**src/rtl/timer_pkg.sv**
```systemverilog
// Shared timer definitions: state encoding and the width/tick-rate constants
// common to the millisecond timebase and its timeout consumers.
package timer_pkg;

    typedef enum logic [1:0] {
        IDLE = 2'd0,
        RUN  = 2'd1,
        HOLD = 2'd2
    } timer_state_t;

    localparam int TIME_W        = 32;
    localparam int DUR_W         = 16;
    localparam int TICKS_PER_SEC = 1000;

endpackage

```
**src/rtl/timeout_timer.sv**
```systemverilog
// Duration timer sampling the free-running time_ms count; expiry is a one-cycle pulse.
// All outputs registered: busy/remaining follow the start edge, expired rises one clock after the deadline tick.
module timeout_timer #(
    parameter int WIDTH = timer_pkg::TIME_W,
    parameter int DUR_W = timer_pkg::DUR_W
) (
    input  logic             clk,
    input  logic             rst,
    input  logic [WIDTH-1:0] time_ms,
    input  logic             start,
    input  logic [DUR_W-1:0] dur,
    input  logic             cancel,
    input  logic             pause,
    input  logic             resume,
    output logic             busy,
    output logic             paused,
    output logic             expired,
    output logic [DUR_W-1:0] remaining
);

    timer_pkg::timer_state_t state, state_nxt;
    logic [WIDTH-1:0] stamp, stamp_nxt;
    logic [WIDTH-1:0] acc, acc_nxt;
    logic [DUR_W-1:0] tgt, tgt_nxt;
    logic [WIDTH-1:0] elapsed;
    logic [WIDTH-1:0] run_elapsed;
    logic             fire;
    logic             busy_nxt, paused_nxt, expired_nxt;
    logic [DUR_W-1:0] remaining_nxt;

    // Modulo subtraction keeps the compare correct across time_ms roll-over.
    assign elapsed = time_ms - stamp;
    assign fire    = (elapsed >= WIDTH'(tgt));

    always_ff @(posedge clk or posedge rst) begin
        if (rst) begin
            state     <= timer_pkg::IDLE;
            stamp     <= '0;
            tgt       <= '0;
            acc       <= '0;
            busy      <= 1'b0;
            paused    <= 1'b0;
            expired   <= 1'b0;
            remaining <= '0;
        end else begin
            state     <= state_nxt;
            stamp     <= stamp_nxt;
            tgt       <= tgt_nxt;
            acc       <= acc_nxt;
            busy      <= busy_nxt;
            paused    <= paused_nxt;
            expired   <= expired_nxt;
            remaining <= remaining_nxt;
        end
    end

    always_comb begin
        state_nxt   = state;
        stamp_nxt   = stamp;
        tgt_nxt     = tgt;
        acc_nxt     = acc;
        expired_nxt = 1'b0;
        if (cancel) begin
            state_nxt = timer_pkg::IDLE;
        end else if (start) begin
            stamp_nxt = time_ms;
            tgt_nxt   = dur;
            if (dur == '0) begin
                state_nxt   = timer_pkg::IDLE;
                expired_nxt = 1'b1;
            end else begin
                state_nxt = timer_pkg::RUN;
            end
        end else begin
            case (state)
                timer_pkg::RUN: begin
                    if (fire) begin
                        state_nxt   = timer_pkg::IDLE;
                        expired_nxt = 1'b1;
                    end else if (pause) begin
                        state_nxt = timer_pkg::HOLD;
                        acc_nxt   = elapsed;
                    end
                end
                timer_pkg::HOLD: begin
                    if (resume) begin
                        state_nxt = timer_pkg::RUN;
                        stamp_nxt = time_ms - acc;
                    end
                end
                default: state_nxt = timer_pkg::IDLE;
            endcase
        end
    end

    // Outputs are derived from the next state so they are valid right after the edge.
    always_comb begin
        run_elapsed   = time_ms - stamp_nxt;
        busy_nxt      = (state_nxt != timer_pkg::IDLE);
        paused_nxt    = (state_nxt == timer_pkg::HOLD);
        remaining_nxt = '0;
        case (state_nxt)
            timer_pkg::RUN: begin
                if (run_elapsed < WIDTH'(tgt_nxt))
                    remaining_nxt = tgt_nxt - run_elapsed[DUR_W-1:0];
            end
            timer_pkg::HOLD: remaining_nxt = tgt_nxt - acc_nxt[DUR_W-1:0];
            default:         remaining_nxt = '0;
        endcase
    end

endmodule

```
**config.mk**
```make
export PLATFORM = sky130hd
export DESIGN_NAME = timeout_timer
export DESIGN_NICKNAME = d
export VERILOG_FILES = /design/src/rtl/timer_pkg.sv /design/src/rtl/timeout_timer.sv
export SDC_FILE = /design/constraint.sdc
export NUM_CORES = 1
export LEC_CHECK = 0
export ABC_AREA = 1
export CORE_ASPECT_RATIO = 1.1
export CORE_MARGIN = 3
export CORE_UTILIZATION = 55
export CTS_BUF_LIST = sky130_fd_sc_hd__clkbuf_2 sky130_fd_sc_hd__clkbuf_4 sky130_fd_sc_hd__clkbuf_8
export DETAILED_ROUTE_END_ITERATION = 16
export GPL_TIMING_DRIVEN = 0
export PLACE_DENSITY = 0.74
export RECOVER_POWER = 25
export SYNTH_ARGS = -nofsm -noshare
export SYNTH_HDL_FRONTEND = slang
export SYNTH_SLANG_ARGS = --single-unit
```
**constraint.sdc**
```tcl
create_clock -name clk -period 14 [get_ports clk]
set_clock_uncertainty 0.05 [all_clocks]
set_input_delay 2.8 -clock clk [delete_from_list [all_inputs] [get_ports clk]]
set_output_delay 2.8 -clock clk [all_outputs]
set_load 0.02 [all_outputs]
```
# Word-level counts from Yosys, hierarchy flattened
# Cells that the tools add are included.
# op_classes
n_eq_ne,4
mux,25
n_bitwise,3
n_reduce_logical,3
n_lt_le_gt_ge,2
n_addsub,5
# op_table
operator,count
2-to-1 mux 16 bit,8
2-to-1 mux 32 bit,4
subtractor 32 bit,3
greater-or-equal comparator 32 x 16 -> 1 bit,1
< comparator 32 x 16 -> 1 bit,1
case mux 16 bit (2 select lines),1
subtractor 16 bit,2
zero test 16 bit,1
2-to-1 mux 2 bit,5
2-to-1 mux 1 bit,6
AND reduction 5 bit,1
"== test 2 x 1 -> 1 bit, second input constant",2
"== test 2 bit, second input constant",2
case mux 2 bit (2 select lines),1
inverter 1 bit,3
nonzero test 2 bit,1
# word_totals
ff_bits,101
in_bits,54
wordCells,51
out_inout_bits,19

# Depth between registers and ports, before layout
# Gate-level depths: netlist of run 1.
# logic_depth
ltp_word,9
depth_mapped,42
mapped_depth_nobuf,42

# Worst setup path before layout of run 1
# Ideal clock, no wire load.
# synth_timing
path_type,in2reg
start,input resume
end,register remaining[11]
t_required_ns,13.872
n_path_buf,2
setup_ns,0.078
arrival_time_ns,7.399
stages,32
path_slack_ns,6.473
cell_sequence,nand2_2 clkinv_1 clkbuf_1 o21ai_0 a21oi_1 a221o_1 ha_1 fa_1 o21ai_1 a21oi_1 o21ai_0 nand3_1 nand2_1 nand3_1 nand2_1 xor2_1 inv_1 ha_1 nand2_1 nor2_1 o21ai_0 o211ai_1 a311oi_1 o21ai_0 a21oi_1 nand4_1 nor2_1 nand3_1 nor2_4 buf_6 nand3_1 a21oi_1
# synth_between
elab_chain_cells,8
elab_cells_between_ends,15
classes_between,add/sub: 2; order compare: 1; eq/ne: 2; mux: 10
# synth_rtl
item,line,source
from (decl),timeout_timer.sv:14,"input logic resume,"
2-to-1 mux 32 bit (*),timeout_timer.sv:86,if (resume) begin
2-to-1 mux 32 bit (*),timeout_timer.sv:75,case (state)
2-to-1 mux 32 bit (*),timeout_timer.sv:65,end else if (start) begin
2-to-1 mux 32 bit (*),timeout_timer.sv:63,if (cancel) begin
net stamp_nxt[0],timeout_timer.sv:22,"logic [WIDTH-1:0] stamp, stamp_nxt;"
subtractor 32 bit (*),timeout_timer.sv:98,run_elapsed = time_ms - stamp_nxt;
< comparator 32 x 16 -> 1 bit / subtractor 16 bit (equally long branches),"timeout_timer.sv:104, timeout_timer.sv:105",
2-to-1 mux 16 bit (*),timeout_timer.sv:104,if (run_elapsed < WIDTH'(tgt_nxt))
case mux 16 bit (2 select lines) (*),timeout_timer.sv:102,case (state_nxt)
net remaining_nxt[11],timeout_timer.sv:29,logic [DUR_W-1:0] remaining_nxt;
to (signal assigned),timeout_timer.sv:53,remaining <= remaining_nxt;
to (decl),timeout_timer.sv:18,output logic [DUR_W-1:0] remaining
# The timed path passes the listed nets; every way through them passes the cells marked *.
# A chain may end at the register's enable or synchronous reset.

# Worst setup path after layout of run 1
# layout_timing
start,input time_ms[1]
end,register remaining[15]
# layout_between
elab_chain_cells,9
elab_cells_between_ends,24
classes_between,add/sub: 5; order compare: 2; eq/ne: 2; mux: 15
# layout_rtl
item,line,source
from (decl),timeout_timer.sv:9,"input logic [WIDTH-1:0] time_ms,"
subtractor 32 bit,timeout_timer.sv:88,stamp_nxt = time_ms - acc;
2-to-1 mux 32 bit,timeout_timer.sv:86,
2-to-1 mux 32 bit,timeout_timer.sv:75,
2-to-1 mux 32 bit,timeout_timer.sv:65,
2-to-1 mux 32 bit,timeout_timer.sv:63,
subtractor 32 bit,timeout_timer.sv:98,
< comparator 32 x 16 -> 1 bit / subtractor 16 bit (equally long branches),"timeout_timer.sv:104, timeout_timer.sv:105",
2-to-1 mux 16 bit,timeout_timer.sv:104,
case mux 16 bit (2 select lines) (*),timeout_timer.sv:102,
net remaining_nxt[15],timeout_timer.sv:29,
# Marked as above.

==> results.yml, run 1 <==
cts:
  clock_path_buffers: 2
  cts_resized: 0
  clk_pin_slew_ns: 0.12
  worstSkewPairLatency_ns: 0.40
  post_cts.repair.setup_buffers: 0
  cts_root_buffer: "clkbuf_8"
  numCtsBuffers: 9
  ctsHoldBuffers: 0
  h-tree-depth: 3
  numClockSinks: 101
  tritoncts: "built"
route:
  ant_nets: 0
  drt_pass1_iterations: 7
  top_layer: "met4"
  route.vias.total: 13497
  drt_iter0_drc: 1021
  routed_via_density: 5.68
  wl_met1_mm: 17.7
  wire_per_inst_um: 18.4
  dr_wl_met3_mm: 2.75
  wirelength_mm: 43.7
  wl_met2_mm: 20.7
  drc: 0
worst_setup_path:
  r2r_start: "stamp[0]$_DFF_PP0_"
  end_kind: "flop"
  r2r_end: "remaining[15]$_DFF_PP0_"
  r2r_cells: 30
  startpoint_type: "input pin"
  reg2reg_slack_ns: 6.49
  crit_fanout: 10
  worstSetupPathType: "input pin to flop"
  endpoint: "remaining[15]$_DFF_PP0_"
  crit_arrival_ns: 10.50
  cp_slowest_stage_delay_ns: 0.72
  crit_slowest_cell: "clkdlybuf4s50_1"
  crit_path_start: "time_ms[1]"
  path_common_cell: "nand2_1"
  crit_required_ns: 14.28
timing:
  layout_min_cycle_time_ns: 10.22
  clock.fmax_mhz: 97.9
  rsz0062_at_grt: "false"
  period_share: 0.730
  finalHoldViolations: 0
  tns_ns: 0
  drv_slew: 104
  worst_pin_slew_ns: 3.89
  setup_viol: 0
  slew_headroom: -1.60
layout:
  drive_gt1_frac: 0.0538
  syn2layout_area_growth_pct: 10.2
  nets: 2293
  antenna_cells: 0
  fin_cells: 2378
global_routing:
  grt_max_degree: 67
  grt_use_total: 0.352
  grt_overflow: 0
  grt_pass1_wl_mm: 68.3
  grt_antenna_before_repair: 0
  grt_pass1_vias: 12871
synth:
  yosys.area.top_type: "dfrtp_1"
  yosysWarningCount: 0
  synth.area.top_cells: "dfrtp_1, ha_1, nand2_1, inv_1, a21oi_1"
  yosysMostFrequentCell: "nand2_1"
  synth_simple_gate_area_frac: 0.320
  synth_top_family_by_area: "simple AND/OR/NAND/NOR gates"
  synthesis.nets: 2209
  synth_area_um2: 12700
  synth_top_flop_cell: "dfrtp_1"
  syn_inst: 1994
  avgSynthCellArea_um2: 6.37
  synth_commonest_cells: "nand2_1, inv_1, ha_1"
  synth_edf_count: 0
  async_flop_share: 1.00
  synthAdderAreaFrac: 0.162
  synth_compound_area_frac: 0.159
  yosysTopAreaCellShare: 0.199
  synth_cell_type_count: 60
  ys_seq_area_frac: 0.199
  synthMuxAreaShare: 0
  ys_ff_latch: 101
  synth_xor_xnor_area_share: 0.0366
die:
  die_w_um: 151
  io_pins: 73
  coreArea_um2: 22400
  rows: 57
  die-area_um2: 24900
  start_util: 0.567
  die_y_um: 165
pwr:
  ir_worst_vdd_mv: 0.0633
  p_leak_uw: 0.00775
  power_density_nw_per_um2: 91.0
hold_path:
  min_path_type: "flop to flop"
  hold_depth: 2
status:
  violations: "max-capacitance violations, max-slew violations"
  status: "complete, but fails checks"
placement:
  hpwl_mm: 36.8
  globalplace.congestion: 1.01
  place_inst: 2362
  port-buffer-count: 72
flow_run:
  drv_cap: 2
==> critical path, delay by kind of cell <==
kind | cells | cell delay, ns
AOI/OAI and AO/OA | 5 | 1.78
adders and majority gates | 3 | 1.21
xor gates and xnor gates | 1 | 0.37
buffers and inverters | 5 | 1.53
and+or+nand+nor | 17 | 2.78
==> logic make-up (layout without fill, tap and decap cells) <==
family / after synthesis / in the layout
AOI/OAI and AO/OA: 356 / 356
xor gates and xnor gates: 53 / 53
adders and majority gates: 161 / 161
buffers and inverters: 410 / 499
DFF: 101 / 101
and+or+nand+nor: 913 / 913
==> stage by stage <==
| step | utilization | setup slack (ns) | hold WS (ns) | cell area (um2) | power [uW] |
|---|---|---|---|---|---|
| 3_5_place_dp | 0.617 | 3.55 | 0.433 | 13800 | 1060 |
| 3_3_place_gp | 0.615 | 3.55 | 0.427 | 13800 | 1050 |
| 4_1_cts | 0.625 | 3.96 | 0.457 | 14000 | 1260 |
| 6_report | 0.624 | 3.78 | 0.458 | 14000 | 1270 |
| 2_1_floorplan | - | 6.47 | 0.413 | 12700 | 847 |
| 5_1_grt | 0.624 | 3.38 | 0.479 | 14000 | 1380 |
==> metal layers <==
layer / global-route usage / vias up
met4: 0.178 / 0
met3: 0.0584 / 128
li1: - / 6639
met2: 0.607 / 513
met5: 0 / -
met1: 0.423 / 6217
==> cell type report <==
type | instances | area, um2
Clock buffer | 12 | 159
Buffer | 24 | 110
Clock inverter | 4 | 36.3
Tap cell | 295 | 369
Timing Repair Buffer | 73 | 724
Multi-Input combinational cell | 1483 | 8610
Sequential cell | 101 | 2530
Fill cell | 2199 | 8410
Inverter | 386 | 1450
==> where the power goes <==
| part | total [uW] | switching, uW | internal (uW) |
|---|---|---|---|
| Sequential | 317 | 7.54 | 310 |
| Combinational | 753 | 502 | 251 |
| Clock | 202 | 123 | 79.4 |
==> placed cells by master (no fill, tap or decap), drive strengths merged, types with 2 or more instances in the layout <==
cell type      instances
xor2                  40
nor2                 135
xnor2                 13
dfrtp                101
o31ai                  3
o221ai                 2
clkinvlp               2
fa                     5
a21o                   6
nand2                550
o211ai                27
clkbuf                32
a21oi                158
nor3b                  2
inv                  384
a211oi                 5
a31oi                 13
nand3b                17
clkdlybuf4s50         71
o22ai                  8
nor4                   6
clkinv                 4
o21bai                 8
o21a                   3
and3                   5
ha                   156
buf                    5
a21boi                 7
o21ai                107
nand3                131
nand4                 28
or2                   16
nor3                  22
==> worst min-delay path by stage <==
| stage | to | startpoint | slack (ns) |
|---|---|---|---|
| after detailed placement | acc[22]$_DFFE_PP0P_ | acc[22]$_DFFE_PP0P_ | 0.43 |
| final | acc[23]$_DFFE_PP0P_ | acc[23]$_DFFE_PP0P_ | 0.46 |
| after global routing | acc[19]$_DFFE_PP0P_ | acc[19]$_DFFE_PP0P_ | 0.48 |
| after floorplan | acc[16]$_DFFE_PP0P_ | acc[16]$_DFFE_PP0P_ | 0.41 |
| after CTS | acc[16]$_DFFE_PP0P_ | acc[16]$_DFFE_PP0P_ | 0.46 |
| after global placement | acc[23]$_DFFE_PP0P_ | acc[23]$_DFFE_PP0P_ | 0.43 |
==> flip-flops by register name (all words and copies together), names as in the netlist <==
register and count:
acc 32, busy 1, expired 1, paused 1
remaining 16, stamp 32, state 2, tgt 16
Power figures use the tool's default switching activity.
==> inputs of run 2 (changes only) <==
- PLACE_DENSITY: 0.74 -> 0.77
- clock period: 14 -> 8.3 ns (I/O delays scaled with it)
==> results.yml, run 2 (synthesis results as in run 1) <==
die:
  start_util: 0.567
  die-area_um2: 24900
  io_pins: 73
  die_y_um: 165
  rows: 57
  die_w_um: 151
  coreArea_um2: 22400
flow_run:
  drv_cap: 2
placement:
  port-buffer-count: 72
  hpwl_mm: 36.6
  globalplace.congestion: 1.01
worst_setup_path:
  crit_arrival_ns: 8.32
  crit_required_ns: 8.58
  crit_path_start: "time_ms[0]"
  worstSetupPathType: "input pin to flop"
  r2r_cells: 34
  end_kind: "flop"
  crit_fanout: 10
  r2r_start: "state[0]$_DFF_PP0_"
  crit_slowest_cell: "clkdlybuf4s50_1"
  cp_top_family: "simple AND/OR/NAND/NOR gates"
  startpoint_type: "input pin"
  path_common_cell: "nand2_1"
  cp_slowest_stage_delay_ns: 0.51
  critPathBufInv: 5
  r2r_end: "remaining[13]$_DFF_PP0_"
  reg2reg_slack_ns: 1.49
timing:
  setup_viol: 0
  drv_slew: 104
  slew_headroom: -1.08
  clock.fmax_mhz: 124
  worst_pin_slew_ns: 3.12
  period_share: 0.969
  finalHoldViolations: 0
  layout_min_cycle_time_ns: 8.04
hold_path:
  hold_depth: 2
  hp-start: "acc[22]$_DFFE_PP0P_"
  min_path_type: "flop to flop"
  hold-path-endpoint: "acc[22]$_DFFE_PP0P_"
cts:
  worstSkewPairLatency_ns: 0.42
  numClockSinks: 101
  ctsHoldBuffers: 0
  h-tree-depth: 3
  clk_pin_slew_ns: 0.12
  clock_path_buffers: 2
  tritoncts: "built"
  numCtsBuffers: 9
  cts_root_buffer: "clkbuf_8"
layout:
  top_regs: "acc (32), stamp (32)"
  layout_commonest_cell: "nand2_1"
  layout_common_cells: "nand2_1, inv_1, ha_1, a21oi_1, nand3_1"
  final_core_util: 0.629
  fill_cells: 2220
  nets: 2295
  drive_gt1_frac: 0.0633
  syn2layout_area_growth_pct: 10.9
global_routing:
  grt_pass1_vias: 12888
  grt_overflow: 0
  grt_max_degree: 57
  grt_antenna_before_repair: 2
  grt_pass1_wl_mm: 67.5
  grt_use_total: 0.351
status:
  violations: "max-capacitance violations, max-slew violations"
  status: "complete, but fails checks"
route:
  ant_nets: 0
  drc: 0
  wire_per_inst_um: 18.4
  drt_iter0_drc: 1021
  routed_via_density: 5.70
  wirelength_mm: 43.7
  route.vias.total: 13567
  drt_pass1_iterations: 8
pwr:
  ir_worst_vdd_mv: 0.0964
  power_density_nw_per_um2: 153
  total_power_uw: 2150
  p_leak_uw: 0.00782
-- run 2: changes by cell type in the layout (fill, tap and decap cells not counted), moves of 3 or more --
| cell | before | now |
|---|---|---|
| clkbuf_1 | 20 | 13 |
| clkbuf_2 | 0 | 6 |
| buf_4 | 1 | 4 |
| o21ai_0 | 95 | 92 |
-- run 2: worst reg2reg max path, delay by kind of cell, from the launching register on --
kind | cells | cell delay (ns)
and+or+nand+nor | 12 | 1.50
adders and majority gates | 4 | 1.31
AOI/OAI and AO/OA | 12 | 2.39
xor gates and xnor gates | 1 | 0.24
DFF | 1 | 0.40
buffers and inverters | 5 | 0.83
-- run 2: final cells by class --
type                       instances  area, um2  area share
antenna                            1       2.50    0.000178
multi-input combinational       1483       8670       0.616
timing repair buffer              76        749      0.0532
clock inverter                     7       66.3     0.00471
sequential                       101       2530       0.180
clock buffer                       9        124     0.00880
inverter                         386       1460       0.104
tap                              295        369      0.0262
buffer                            23        114     0.00809
-- run 2: layer usage --
layer	GRT usage	vias to the layer above	routed length (um)
met5	0	-	7
met4	0.184	2	2490
met3	0.0448	142	2680
met2	0.611	505	20900
met1	0.421	6285	17600
li1	-	6633	-
-- run 2: how the worst max path moves through the flow --
stage / to / cells past startpoint
3_5_place_dp: remaining[15]$_DFF_PP0_ / 31
2_1_floorplan: remaining[11]$_DFF_PP0_ / 32
6_report: remaining[15]$_DFF_PP0_ / 39
4_1_cts: remaining[8]$_DFF_PP0_ / 33
3_3_place_gp: remaining[15]$_DFF_PP0_ / 31
5_1_grt: remaining[13]$_DFF_PP0_ / 37
-- run 2: repair_timing --
item / 4_1_cts / 5_1_grt
endpoints found under the setup margin: 16 / 16
setup buffers: 0 / 3
pin swaps: 0 / 2
gates resized for setup: 9 / 18
gates cloned: 0 / 0
-- run 2: stage by stage --
stage | area (um2) | cells | hold slack, ns | setup TNS [ns] | setup WS [ns]
2_1_floorplan | 12700 | 1994 | 0.413 | 0 | 1.91
3_3_place_gp | 13800 | 2361 | 0.429 | -10.30 | -0.988
3_5_place_dp | 13800 | 2362 | 0.437 | -10.42 | -0.890
4_1_cts | 14000 | 2377 | 0.464 | 0 | 0.00507
5_1_grt | 14100 | 2380 | 0.480 | -0.126 | -0.0401
6_report | 14100 | 2381 | 0.461 | 0 | 0.259
-- run 2: power breakdown --
| part | switching (uW) | internal [uW] |
|---|---|---|
| clock | 219 | 117 |
| combinational | 857 | 426 |
| sequential | 12.7 | 522 |
